## src/rtl/cpu_loader.sv

```systemverilog
`default_nettype none
// ============================================================================
//  Module      : cpu_loader
//  Description : Streams program/data words into the mini MIPS CPU memories,
//                then releases the CPU from reset for a bounded run.
//  Revision    : 1.0 - initial release
// ============================================================================
module cpu_loader #(
    parameter int unsigned DATA_W     = 32,
    parameter int unsigned ADDR_W     = 10,
    parameter int unsigned RUN_CYCLES = 16
) (
    input  logic              clk,
    input  logic              rst,
    input  logic              start,
    input  logic              s_valid,
    output logic              s_ready,
    input  logic [DATA_W-1:0] s_data,
    input  logic              s_sel,
    input  logic              s_last,
    input  logic              halt,
    output logic              cpu_rst,
    output logic [ADDR_W-1:0] cpu_address,
    output logic [DATA_W-1:0] cpu_inst_data,
    output logic              cpu_write_instruction,
    output logic              cpu_write_data,
    output logic              busy,
    output logic              done,
    output logic              halted,
    output logic              err_overflow,
    output logic [ADDR_W:0]   load_count,
    output logic [31:0]       run_count
);

    localparam logic [2:0] c_st_idle   = 3'd0;
    localparam logic [2:0] c_st_load   = 3'd1;
    localparam logic [2:0] c_st_settle = 3'd2;
    localparam logic [2:0] c_st_run    = 3'd3;
    localparam logic [2:0] c_st_done   = 3'd4;

    localparam bit              c_limited   = (RUN_CYCLES != 0);
    localparam logic [32:0]     c_run_limit = 33'(RUN_CYCLES);
    localparam logic [ADDR_W:0] c_cnt_one   = (ADDR_W+1)'(1);

    logic [2:0]        r_state;
    logic [2:0]        w_state_nxt;
    logic              r_settle;
    logic [ADDR_W:0]   r_iaddr;
    logic [ADDR_W:0]   r_daddr;
    logic [ADDR_W:0]   r_load_count;
    logic [31:0]       r_run_count;
    logic [ADDR_W-1:0] r_cpu_address;
    logic [DATA_W-1:0] r_cpu_inst_data;
    logic              r_wr_inst;
    logic              r_wr_data;
    logic              r_halted;
    logic              r_err_overflow;

    logic              w_in_load;
    logic              w_in_run;
    logic              w_start;
    logic              w_xfer;
    logic [ADDR_W:0]   w_sel_cnt;
    logic              w_room;
    logic [32:0]       w_run_next;
    logic              w_run_end;

    assign w_in_load  = (r_state == c_st_load);
    assign w_in_run   = (r_state == c_st_run);
    assign w_start    = start & ((r_state == c_st_idle) | (r_state == c_st_done));
    assign w_xfer     = s_valid & w_in_load;
    assign w_sel_cnt  = s_sel ? r_daddr : r_iaddr;
    // Counter MSB set means the selected memory has already been filled
    assign w_room     = ~w_sel_cnt[ADDR_W];
    assign w_run_next = {1'b0, r_run_count} + 33'd1;
    assign w_run_end  = w_in_run & (halt | (c_limited & (w_run_next == c_run_limit)));

    always_ff @(posedge clk) begin
        if (!rst) begin
            r_state <= c_st_idle;
        end else begin
            r_state <= w_state_nxt;
        end
    end

    always_comb begin
        w_state_nxt = r_state;
        case (r_state)
            c_st_idle, c_st_done: begin
                if (start) w_state_nxt = c_st_load;
            end
            c_st_load: begin
                if (w_xfer && s_last) w_state_nxt = c_st_settle;
            end
            c_st_settle: begin
                if (r_settle) w_state_nxt = c_st_run;
            end
            c_st_run: begin
                if (w_run_end) w_state_nxt = c_st_done;
            end
            default: w_state_nxt = c_st_idle;
        endcase
    end

    always_ff @(posedge clk) begin
        if (!rst) begin
            r_settle        <= 1'b0;
            r_iaddr         <= '0;
            r_daddr         <= '0;
            r_load_count    <= '0;
            r_run_count     <= '0;
            r_cpu_address   <= '0;
            r_cpu_inst_data <= '0;
            r_wr_inst       <= 1'b0;
            r_wr_data       <= 1'b0;
            r_halted        <= 1'b0;
            r_err_overflow  <= 1'b0;
        end else begin
            r_wr_inst <= 1'b0;
            r_wr_data <= 1'b0;

            if (w_start) begin
                r_iaddr        <= '0;
                r_daddr        <= '0;
                r_load_count   <= '0;
                r_run_count    <= '0;
                r_halted       <= 1'b0;
                r_err_overflow <= 1'b0;
            end

            if (w_xfer) begin
                if (w_room) begin
                    r_cpu_address   <= w_sel_cnt[ADDR_W-1:0];
                    r_cpu_inst_data <= s_data;
                    if (s_sel) begin
                        r_wr_data <= 1'b1;
                        r_daddr   <= r_daddr + c_cnt_one;
                    end else begin
                        r_wr_inst <= 1'b1;
                        r_iaddr   <= r_iaddr + c_cnt_one;
                    end
                    if (r_load_count != '1) begin
                        r_load_count <= r_load_count + c_cnt_one;
                    end
                end else begin
                    r_err_overflow <= 1'b1;
                end
            end

            // Two-cycle settle: toggles 0 -> 1 while in SETTLE, leaves on 1
            if (r_state == c_st_settle) begin
                r_settle <= ~r_settle;
            end else begin
                r_settle <= 1'b0;
            end

            if (w_in_run) begin
                if (r_run_count != 32'hFFFF_FFFF) begin
                    r_run_count <= r_run_count + 32'd1;
                end
                if (halt) begin
                    r_halted <= 1'b1;
                end
            end
        end
    end

    assign s_ready               = w_in_load;
    assign cpu_rst               = ~w_in_run;
    assign busy                  = w_in_load | (r_state == c_st_settle) | w_in_run;
    assign done                  = (r_state == c_st_done);
    assign cpu_address           = r_cpu_address;
    assign cpu_inst_data         = r_cpu_inst_data;
    assign cpu_write_instruction = r_wr_inst;
    assign cpu_write_data        = r_wr_data;
    assign halted                = r_halted;
    assign err_overflow          = r_err_overflow;
    assign load_count            = r_load_count;
    assign run_count             = r_run_count;

endmodule
`default_nettype wire

```

## config.mk

```make
export PLATFORM = sky130hd
export DESIGN_NAME = cpu_loader
export DESIGN_NICKNAME = d
export VERILOG_FILES = /design/src/rtl/cpu_loader.sv
export SDC_FILE = /design/constraint.sdc
export NUM_CORES = 1
export LEC_CHECK = 0
export ABC_AREA = 1
export BUFFER_PORTS_ARGS = -buffer_cell sky130_fd_sc_hd__clkbuf_2
export CORE_ASPECT_RATIO = 0.6
export CORE_MARGIN = 1
export CORE_UTILIZATION = 49
export DETAILED_ROUTE_END_ITERATION = 12
export GPL_TIMING_DRIVEN = 0
export PLACE_DENSITY = 0.76
export SKIP_CTS_REPAIR_TIMING = 1
export SLEW_MARGIN = 10
export SYNTH_ARGS = -nofsm -noshare
export SYNTH_HDL_FRONTEND = slang
export SYNTH_SLANG_ARGS = --single-unit
```

## constraint.sdc

```tcl
create_clock -name clk -period 1.9 [get_ports clk]
set_input_delay 0.38 -clock clk [delete_from_list [all_inputs] [get_ports clk]]
set_output_delay 0.38 -clock clk [all_outputs]
set_load 0.01 [all_outputs]
```

# Word level (Yosys, flattened, before mapping)
# Index checks and enable logic that the tools add are counted.
[totals]
register_bits = 115
latch_bits = 0
ramBits = 0
romBits = 0
input_bits = 39
out_inout_bits = 93
mem_count = 0
[classes]
add_sub_neg = 5
mul = 0
div = 0
n_lt_le_gt_ge = 0
n_eq_ne = 11
n_shift = 0
mux = 29
bitwise = 12
reduce_logical = 7
[ops]
columns = ["operator", "count"]
rows = [
  ["$mux 11", 13],
  ["$mux 32", 3],
  ["$add 11x1->11 const B", 3],
  ["$add 32x1->33 const B", 1],
  ["$eq 33x5->1 const B", 1],
  ["$add 32x1->32 const B", 1],
  ["$ne 32x32->1 const B", 1],
  ["$mux 3", 4],
  ["$pmux 3 s4", 1],
  ["$ne 11x11->1 const B", 1],
  ["$mux 1", 8],
  ["$eq 3x2->1 const B", 2],
  ["$not 1->1", 5],
  ["$ne 2x1->1 const B", 2],
  ["$ne 2x2->1 const B", 2],
  ["$or 1x1->1", 4],
  ["$reduce_and 2->1", 2],
  ["$reduce_and 4->1", 1],
  ["$and 1x1->1", 3],
  ["$eq 3x1->1 const B", 1],
  ["$eq 3x3->1 const B", 1],
  ["$logic_not 3->1", 1],
  ["$reduce_or 3->1", 1],
  ["$reduce_or 2->1", 1],
  ["$logic_and 1x1->1", 1],
]

# Logic depth before layout (Yosys ltp)
[depth]
ltp_word = 7
ltp_mapped = 16

# Worst setup path before layout
# Ideal clock, no wire load.
[synth_timing]
path_type = "flip-flop to flip-flop"
startpoint = "register r_run_count[0] (netlist: run_count[0])"
endpoint = "register r_state[2]"
arrival_time_ns = 1.844
slack_ns = -0.059
stages_incl_launch_ff = 17
path_buffers = 0
cell_sequence = "dfxtp_1 > ha_1 > nand2_1 > nor2_2 > nand2_2 > nor2_4 > nand2_1 > nand2_1 > nand2_1 > nor2_1 > nand2_1 > nor2_1 > nand3_1 > nand2_2 > nand3_1 > nand2_1 > nor2_1"
[synth_via]
elab_chain_len = 6
[synth_rtl]
columns = ["item", "line_no", "source"]
rows = [
  ["start: declaration", "51", "logic [31:0] r_run_count;"],
  ["start signal: assignment", "159", "r_run_count <= r_run_count + 32'd1;"],
  ["$add 32x1->33", "75", "assign w_run_next = {1'b0, r_run_count} + 33'd1;"],
  ["$eq 33x5->1", "76", "assign w_run_end = w_in_run & (halt | (c_limited & (w_run_next == c_run_limit)));"],
  ["$or 1x1->1", "76", ""],
  ["$and 1x1->1", "76", ""],
  ["$ne 2x1->1 (no source line)", "n/a", ""],
  ["$reduce_and 4->1 (no source line)", "n/a", ""],
  ["end signal: assignment", "80", "r_state <= c_st_idle;"],
  ["end signal: assignment", "82", "r_state <= w_state_nxt;"],
  ["end: declaration", "45", "logic [2:0] r_state;"],
]
# Every way passes these cells.
# A chain may end at the register's enable or synchronous reset.

# Worst setup path in the final report
[layout_timing]
startpoint = "register r_run_count[1] (netlist: run_count[1])"
endpoint = "register r_state[0]"
# The elaborated chain is that of the path after synthesis.

==> flow_summary_export.csv <==
group,metric,value,unit
run_status,status,"finished, violations left",
run_status,failed_checks,"negative setup slack",
routing,wire_per_inst,15.0,µm
synthesis,yosysWarningCount,0,
power,power,7.58,mW
synthesis,synthArstFlopShare,0,
floorplanning,die_w,142,µm
final_layout,syn_to_final_growth,31.6,%
synthesis,synth_top_family_by_area,"simple AND/OR/NAND/NOR gates",
synthesis,synth_simple_gate_area_frac,0.357,
synthesis,synth_area,5750,µm²
synthesis,synth-compound-area-share,0.147,
clock_tree,root_buffer,"clkbuf_16",
synthesis,synth-adder-area-share,0.0109,
final_layout,mostFrequentLayoutCells,"nand2_1 (270), clkbuf_2 (138), dfxtp_1 (95)",
setup_path,crit_path_end_kind,"flop",
min_path,hold_depth,3,
setup_path,crit_fanout,7,
synthesis,postSynthAreaPerCell,6.72,µm²
placement,hpwl,12700,µm
clock_tree,clk_path_buf_depth,2,
final_layout,stdcell_count,1192,
floorplanning,ios,132,
timing,finClkSkew,0.00929,ns
synthesis,synthTopCellsByArea,"dfxtp_1 (40%), nand2_1 (18%), a21oi_1 (7.7%)",
synthesis,muxShareOfSynthArea,0,
timing,maxSlewViolCount,0,
synthesis,synth_cell_type_count,40,
timing,post-route-period-util,1.15,
timing,fin_ws,-0.281,ns
routing,first_pass_iters,5,
floorplanning,dieArea,12200,µm²
final_layout,mostFrequentLayoutCell,"nand2_1",
placement,dp_slack,-0.411,ns
floorplanning,fp-row-count,30,
power,pwr_density_cell,1000,nW/µm²
clock_tree,clk_pin_slew,0.06,ns
final_layout,n_fill_cell,1027,
run,cap_violations,0,
placement,place_inst,1146,
synthesis,synth_flop_cell,"dfxtp_1",
synthesis,syn-num-nets,899,
global_route,antenna_found_initial,0,
timing,relSlewSlack,0.463,
setup_path,worstReg2RegEnd,"r_state[0]$_SDFFE_PN0P_",
final_layout,final_area,7560,µm²
setup_path,crit_slowest_cell,"dfxtp_4",
power,ir_drop,0.000907,V
setup_path,critPathKind,"reg2reg",
setup_path,cpPeakStageDelay,0.38,ns
placement,io_buffers,131,
setup_path,rr_worst_depth,16,
min_path,hp-start,"s_data[18]",
timing,setup_viol,39,
synthesis,yosys_register_bits,115,
setup_path,crit-reg2reg-launch,"run_count[1]$_SDFF_PN0_",
timing,rsz0062_at_grt,"true",
final_layout,drive_above_1_share,0.284,
global_route,grt_pass1_vias,5270,
synthesis,yosysSeqAreaShare,0.401,
clock_tree,clock-sinks,115,
setup_path,start_kind,"flop",
routing,viasPerCell,5.25,
power,leakage,3.07,nW
clock_tree,ctsHtreeMaxLevel,4,
synthesis,syn_inst,855,
synthesis,synth_xor_area_frac,0.0137,
min_path,min_to,"cpu_inst_data[18]$_SDFFE_PN0P_",
routing,post-route-drc-count,0,
floorplanning,die_y,85.9,µm
routing,postRouteAntennaNets,0,
global_route,grt_pass1_wl,27200,µm
setup_path,cp_data_arrival_time,2.49,ns
routing,drtIter0Drc,595,
placement,gp_congestion,0.929,
final_layout,nets,1063,
setup_path,cpMostUsedCell,"nand2_1",
floorplanning,core_area,11400,µm²
synthesis,netlist.area_leader.share,0.401,
setup_path,reg2reg_slack,-0.28,ns
setup_path,crit_required,2.21,ns
global_route,overflow,0,
placement,dpl_cell_area,6610,µm²
synthesis,synth_top_area_cell,"dfxtp_1",
timing,tightestPinTransition,0.805,ns
setup_path,path_cells,"ha_4, nand2_2, nor2_4, nand2_4, nor2_4, nand2_1, nand2_1, nand2_1, nor2_2, nand2_1, nor2_1, nand3_1, nand2_2, nand3_2, nand2_1, inv_1",
timing,hold_viol_final,0,
global_route,grt_start_max_net_pins,17,
timing,fmax,459,MHz
synthesis,synth_edf_count,0,
routing,routed-via-count,6256,
clock_tree,numCtsBuffers,17,
floorplanning,initial_utilization,0.505,
final_layout,antenna_cells,0,
timing,min_period,2.18,ns
global_route,grt_use_total,0.290,
clock_tree,cts_tree,"yes",
clock_tree,clock_latency,0.41,ns
routing,wl,17900,µm
min_path,hp-class,"in2reg",
==> how the worst max path moves through the flow <==
stage	startpoint	endpoint	slack (ns)
final	run_count[1]$_SDFF_PN0_	r_state[0]$_SDFFE_PN0P_	-0.28
after global routing	run_count[1]$_SDFF_PN0_	r_state[0]$_SDFFE_PN0P_	-0.40
after CTS	run_count[0]$_SDFF_PN0_	r_state[0]$_SDFFE_PN0P_	-0.46
after detailed placement	run_count[0]$_SDFF_PN0_	r_state[0]$_SDFFE_PN0P_	-0.41
after global placement	run_count[0]$_SDFF_PN0_	r_state[0]$_SDFFE_PN0P_	-0.38
after floorplan	run_count[0]$_SDFF_PN0_	r_state[2]$_SDFFE_PN0P_	0.03
==> cell families after synthesis <==
family	count (synthesis)
compound gates	150
simple gates	474
flops	115
fa+ha+maj	5
buf+inv	102
xor+xnor	9
==> flip-flops by register name, summed over array words and instances (netlist names) <==
| signal | count |
|---|---|
| load_count | 11 |
| cpu_write_instruction | 1 |
| cpu_write_data | 1 |
| r_state | 3 |
| r_daddr | 11 |
| halted | 1 |
| cpu_address | 10 |
| r_iaddr | 11 |
| r_settle | 1 |
| err_overflow | 1 |
| cpu_inst_data | 32 |
| run_count | 32 |
==> metrics by stage <==
stage / setup TNS (ns) / util / hold WS, ns
3_5_place_dp: -20.77 / 0.581 / 0.455
4_1_cts: -19.39 / 0.631 / 0.188
2_1_floorplan: 0 / - / 0.445
5_1_grt: -9.69 / 0.665 / 0.202
6_report: -6.16 / 0.665 / 0.194
3_3_place_gp: -18.12 / 0.581 / 0.450
==> worst max-delay path, delay by kind of cell (launching register included) <==
family	cells	cell delay, ns
flip-flops	1	0.38
adder cells (fa/ha/maj)	1	0.16
AND/OR/NAND/NOR	14	1.51
buffers and inverters	1	0.04
==> synth_stat cells (all sizes together) (2+ instances only) <==
cell / instances
a2111oi: 2
a211oi: 6
a21oi: 88
a221oi: 3
a22oi: 6
a311oi: 2
a31oi: 9
and3: 3
buf: 8
clkbuf: 24
dfxtp: 115
ha: 5
inv: 70
nand2: 287
nand3: 33
nand3b: 13
nand4: 6
nor2: 110
nor3: 17
o21ai: 27
o21bai: 2
or2: 2
xnor2: 4
xor2: 5
==> report_power, final <==
part	internal, mW	switching, mW	total [mW]
combinational	0.632	1.15	1.78
clock	1.84	1.22	3.07
sequential	2.58	0.148	2.73
total	5.06	2.52	7.58
==> final cells by class <==
type,instances,area (µm²),area share
timing repair buffer,147,783,0.104
inverter,70,263,0.0348
multi-input combinational,638,3230,0.428
buffer,30,173,0.0228
sequential,115,2340,0.309
clock buffer,18,439,0.0581
tap,160,200,0.0265
clock inverter,14,129,0.0170
==> metal layers <==
metal,global-route usage,share of wire,vias to the layer above
met1,0.445,0.49,2821
li1,-,-,3120
met4,0.0753,0.018,0
met2,0.386,0.39,283
met5,0,0,-
met3,0.0838,0.10,32
(Power assumes the default switching activity.)
